`config.mk`:
```
export PLATFORM = sky130hd
export DESIGN_NAME = bound_flasher_ctrl
export DESIGN_NICKNAME = d
export VERILOG_FILES = /design/src/rtl/bound_flasher_ctrl.sv
export SDC_FILE = /design/constraint.sdc
export NUM_CORES = 1
export LEC_CHECK = 0
export ABC_CLOCK_PERIOD_IN_PS = 4750
export BUFFER_PORTS_ARGS = -buffer_cell sky130_fd_sc_hd__buf_2
export CORE_AREA = 5 5 42 44
export DETAILED_ROUTE_END_ITERATION = 10
export DIE_AREA = 0 0 47 49
export GPL_TIMING_DRIVEN = 0
export PLACE_DENSITY = 0.8
export SYNTH_ARGS = -nofsm -noshare
export SYNTH_HDL_FRONTEND = slang
export SYNTH_SLANG_ARGS = --single-unit
```
`constraint.sdc`:
```
create_clock -name clk -period 4.75 [get_ports clk]
set_input_delay 0.475 -clock clk [delete_from_list [all_inputs] [get_ports clk]]
set_output_delay 0.475 -clock clk [all_outputs]
set_load 0.05 [all_outputs]
```
`src/rtl/bound_flasher_ctrl.sv`:
```
// Sequencing FSM for the bound flasher: drives the lamp counter's enable/upcount and the lamp bar.
// Define BF_KICKBACK_EN to build the flick kickback transitions in UP2 and UP3.
module bound_flasher_ctrl #(
    parameter int unsigned MAX_LAMPS = 16
) (
    input  logic                 clk,
    input  logic                 reset,
    input  logic                 flick,
    input  logic [4:0]           cnt,
    output logic                 enable,
    output logic                 upcount,
    output logic [MAX_LAMPS-1:0] lamps,
    output logic                 busy
);

    localparam logic [2:0] StIdle = 3'd0;
    localparam logic [2:0] StUp1  = 3'd1;
    localparam logic [2:0] StDn1  = 3'd2;
    localparam logic [2:0] StUp2  = 3'd3;
    localparam logic [2:0] StDn2  = 3'd4;
    localparam logic [2:0] StUp3  = 3'd5;
    localparam logic [2:0] StDn3  = 3'd6;

    localparam logic [4:0] CntMax = 5'(MAX_LAMPS);

    logic [2:0] state_q, state_d;
    logic       busy_q, busy_d;
    logic       kick_up2, kick_up3;

`ifdef BF_KICKBACK_EN
    assign kick_up2 = flick && (cnt == 5'd5 || cnt == 5'd10);
    assign kick_up3 = flick && (cnt == 5'd10);
`else
    assign kick_up2 = 1'b0;
    assign kick_up3 = 1'b0;
`endif

    always_comb begin
        state_d = state_q;
        case (state_q)
            StIdle: if (flick) state_d = StUp1;
            StUp1:  if (cnt >= 5'd6) state_d = StDn1;
            StDn1:  if (cnt == 5'd0) state_d = StUp2;
            StUp2: begin
                if (kick_up2) state_d = StDn1;
                else if (cnt >= 5'd11) state_d = StDn2;
            end
            StDn2:  if (cnt <= 5'd5) state_d = StUp3;
            StUp3: begin
                if (kick_up3) state_d = StDn2;
                else if (cnt >= CntMax) state_d = StDn3;
            end
            StDn3:  if (cnt == 5'd0) state_d = StIdle;
            default: state_d = StIdle;
        endcase
        // Reset drops enable in the same cycle it is asserted.
        if (reset) state_d = StIdle;
    end

    // Outputs decode the next state so the counter turns around exactly on a bound.
    always_comb begin
        upcount = (state_d == StUp1) || (state_d == StUp2) || (state_d == StUp3);
        enable  = (state_d != StIdle);
        if (upcount && cnt >= CntMax) enable = 1'b0;
        if (!upcount && cnt == 5'd0) enable = 1'b0;
        busy_d  = (state_d != StIdle);
    end

    always_comb begin
        lamps = '0;
        for (int unsigned i = 0; i < MAX_LAMPS; i++) begin
            lamps[i] = ({27'd0, cnt} > i);
        end
    end

    always_ff @(posedge clk) begin
        if (reset) begin
            state_q <= StIdle;
            busy_q  <= 1'b0;
        end else begin
            state_q <= state_d;
            busy_q  <= busy_d;
        end
    end

    assign busy = busy_q;

endmodule

```
==> summary.md <==
| Metric | Value |
|---|---|
| Post-layout net count | `104` |
| Floorplan die width | `47 um` |
| Core ar. | `1400 um2` |
| Endpoint arrival time on the critical path | `2150 ps` |
| Headroom to the max-slew limit | `58.9%` |
| Register area | `80.1 um2` |
| ANT cells | `0` |
| Count of synthesis-stage warnings from yosys | `0` |
| Cell breakdown of the critical path | `buf_2 -> nor4b_1 -> o2bb2ai_1 -> a222oi_1 -> mux2_2 -> buf_2` |
| Worst path buffer plus inverter count | `2` |
| H-tree Lvls | `1` |
| Number of placed I/O pins | `27` |
| Post-route non-filler standard cell count | `110` |
| Leading cell types in the layout, fill and taps excluded | `sky130_fd_sc_hd__buf_2 (25), sky130_fd_sc_hd__nand2b_1 (6), sky130_fd_sc_hd__o21ai_0 (5), sky130_fd_sc_hd__nor2_1 (5), sky130_fd_sc_hd__nand2_1 (5)` |
| Least-Margin Pin Slew | `617 ps` |
| Most common library cell in the layout ignoring fill and taps | `sky130_fd_sc_hd__buf_2` |
| Family with the most delay on the worst path | `compound AO/OA/AOI/OAI gates` |
| # DRC | `0` |
| Final Max Slew Viols | `0` |
| Number of instances in the synthesized netlist | `67` |
| Final weighted congestion of routability-driven global placement | `0.885` |
| Synth Net Count | `75` |
| Die Outline Area | `2300 um2` |
| Root buffer cell | `sky130_fd_sc_hd__clkbuf_4` |
| EDFF count, synth | `0` |
| First-pass GRT wire length | `2.27 mm` |
| Netlist Area Pre-Place | `485 um2` |
| Worst hold path type | `in2reg` |
| Core Util, Final | `46.3%` |
| Setup Fix Bufs, Post-CTS | `0` |
| Final number of hold-violating endpoints | `0` |
| CP max-delay cell | `sky130_fd_sc_hd__a222oi_1` |
| Layout cell share with drive strength beyond 1 | `40.4%` |
| Setup repair after global routing missed its margin | `false` |
| Total of cells resized after clock tree synthesis | `0` |
| Critical Path End Type | `output pin` |
| Count of TritonRoute iterations in the first routing pass | `4` |
| Mean instance size in the synthesized netlist | `7.25 um2` |
| Worst-path maximum fanout | `10` |
| Later-pin clock latency in the skew report | `240 ps` |
| Estimated wirelength of the detail-placed design | `1.00 mm` |
| PnR worst setup slack | `2130 ps` |
| Routed WL per cell | `12.5 um` |
| FP Rows | `14` |
| Number of buffers added to fix hold violations after cts | `0` |
| Place WS | `2160 ps` |
| Maxcap violations | `0` |
| Worst-path clk slew | `40 ps` |
| Number of fill cells in the layout | `156` |
| Run status | `completed` |
| Final total negative setup slack | `0 ps` |
| Max frequency | `381 MHz` |
| Type of the worst setup path | `reg2out` |
| Via Count | `590` |
| Required time of the critical path | `4280 ps` |
| Count of port buffers added during placement | `24` |
| Drt first-iter violations | `14` |
| Layout overhead on the synthesized area | `33.5%` |
| Die height | `49 um` |
| Synthesized flop and latch total | `4` |
| Number of distinct library cell variants in the gate-level netlist after synthesis | `35` |
| Final worst path period share | `55.2%` |
| Area occupied by multi-input gates | `344 um2` |
| Post-synth top flop | `sky130_fd_sc_hd__dfxtp_1` |
| Worst VDD drop | `276 uV` |
| CP most frequent cell | `sky130_fd_sc_hd__buf_2` |
| Power Dens Cells | `377 nW/um2` |
| Initial antenna violation count | `0` |
| Mean number of vias per cell | `5.36` |
| Sequential-to-total area share from yosys stat | `16.5%` |
| Min cycle time layout | `2620 ps` |
| Async S/R FF share, synth | `0%` |
| Largest stage delay on the critical path | `600 ps` |
| Count of nets left with antenna violations after detail routing | `0` |
| CTS tree | `built` |
| Startpoint type of the worst setup path | `register` |
| Final routed wirelength across all metal layers | `1.38 mm` |
| Placed cells | `107` |
| Worst Clk Skew | `4.88 ps` |
| Initial Utilization | `34.6%` |
| Final setup violation count | `0` |
| Pleak | `0.000271 uW` |
| Buffers from clock root to sink, at most | `2` |
| Num Clock Sinks | `4` |
| Via count of the first global-routing pass | `501` |
| TritonCTS Buffers | `3` |
| GR Util All Layers | `13.1%` |
| Overflow left after global routing | `0` |
| Maximum number of pins on one net before global-route repair | `11` |
## power by group
group / total (uW) / switching, uW / internal (uW)
registers: 49.4 / 5.49 / 43.9
clock network: 42.5 / 14.2 / 28.3
logic: 152 / 103 / 49.5
## metrics by stage
stage	hold WS, ps	total power, uW	cell area [um2]
detailed placement	563	201	626
global route	425	261	648
finish	421	244	648
global placement	556	199	626
CTS	415	246	648
floorplan	527	171	485
## logic make-up after synthesis
logic type             count (synthesis)  synth area share, %
flip-flops                             4                 16.5
AO/OA/AOI/OAI                         25                 36.9
buffers and inverters                 11                 12.6
AND/OR/NAND/NOR                       26                 31.7
multiplexers                           1                 2.32
## synth_stat cells, drive strengths merged, types with 2 or more instances
library cell,count,area [um2]
nand2,5,18.8
o21a,2,15.0
nand2b,6,37.5
o21bai,3,22.5
o21ai,6,30.0
a21oi,4,20.0
inv,4,15.0
dfxtp,4,80.1
or2b,2,16.3
clkbuf,2,7.51
nor2,5,18.8
buf,5,38.8
## final cells by class
class                           count  share of cell area, %
Tap cell                           16                   3.09
Timing Repair Buffer               24                   18.5
Buffer                              7                   7.14
Sequential cell                     4                   12.4
Multi-Input combinational cell     52                   53.1
Clock buffer                        3                   3.47
Inverter                            4                   2.32
## path summary, 6_finish.rpt
path,slack (ps),end,start,cells after the start
max,2130,enable,state_q[2]$_SDFF_PP0_,6
min,420,state_q[2]$_SDFF_PP0_,reset,2
max reg2reg,3200,busy$_SDFF_PP0_,state_q[2]$_SDFF_PP0_,5
min reg2reg,560,state_q[1]$_SDFF_PP0_,state_q[1]$_SDFF_PP0_,2
## worst reg2reg max path, delay by kind of cell (launching register included)
| kind | cells | cell delay (ps) |
|---|---|---|
| AOI/OAI and AO/OA | 3 | 830 |
| DFF | 1 | 310 |
| buffers and inverters | 1 | 200 |
| and+or+nand+nor | 1 | 80 |
## per-layer routing
metal  track usage, %  wire length (um)  up-vias
met4             5.53                17        0
met5                0                 0        -
li1                 -                 -      294
met3             3.69               167        3
met1             16.9               577      267
met2             19.7               616       26
## registers in the layout, summed over array words and instances, names as in the netlist
signal,count
busy,1
state_q,3
(Power assumes the default switching activity.)
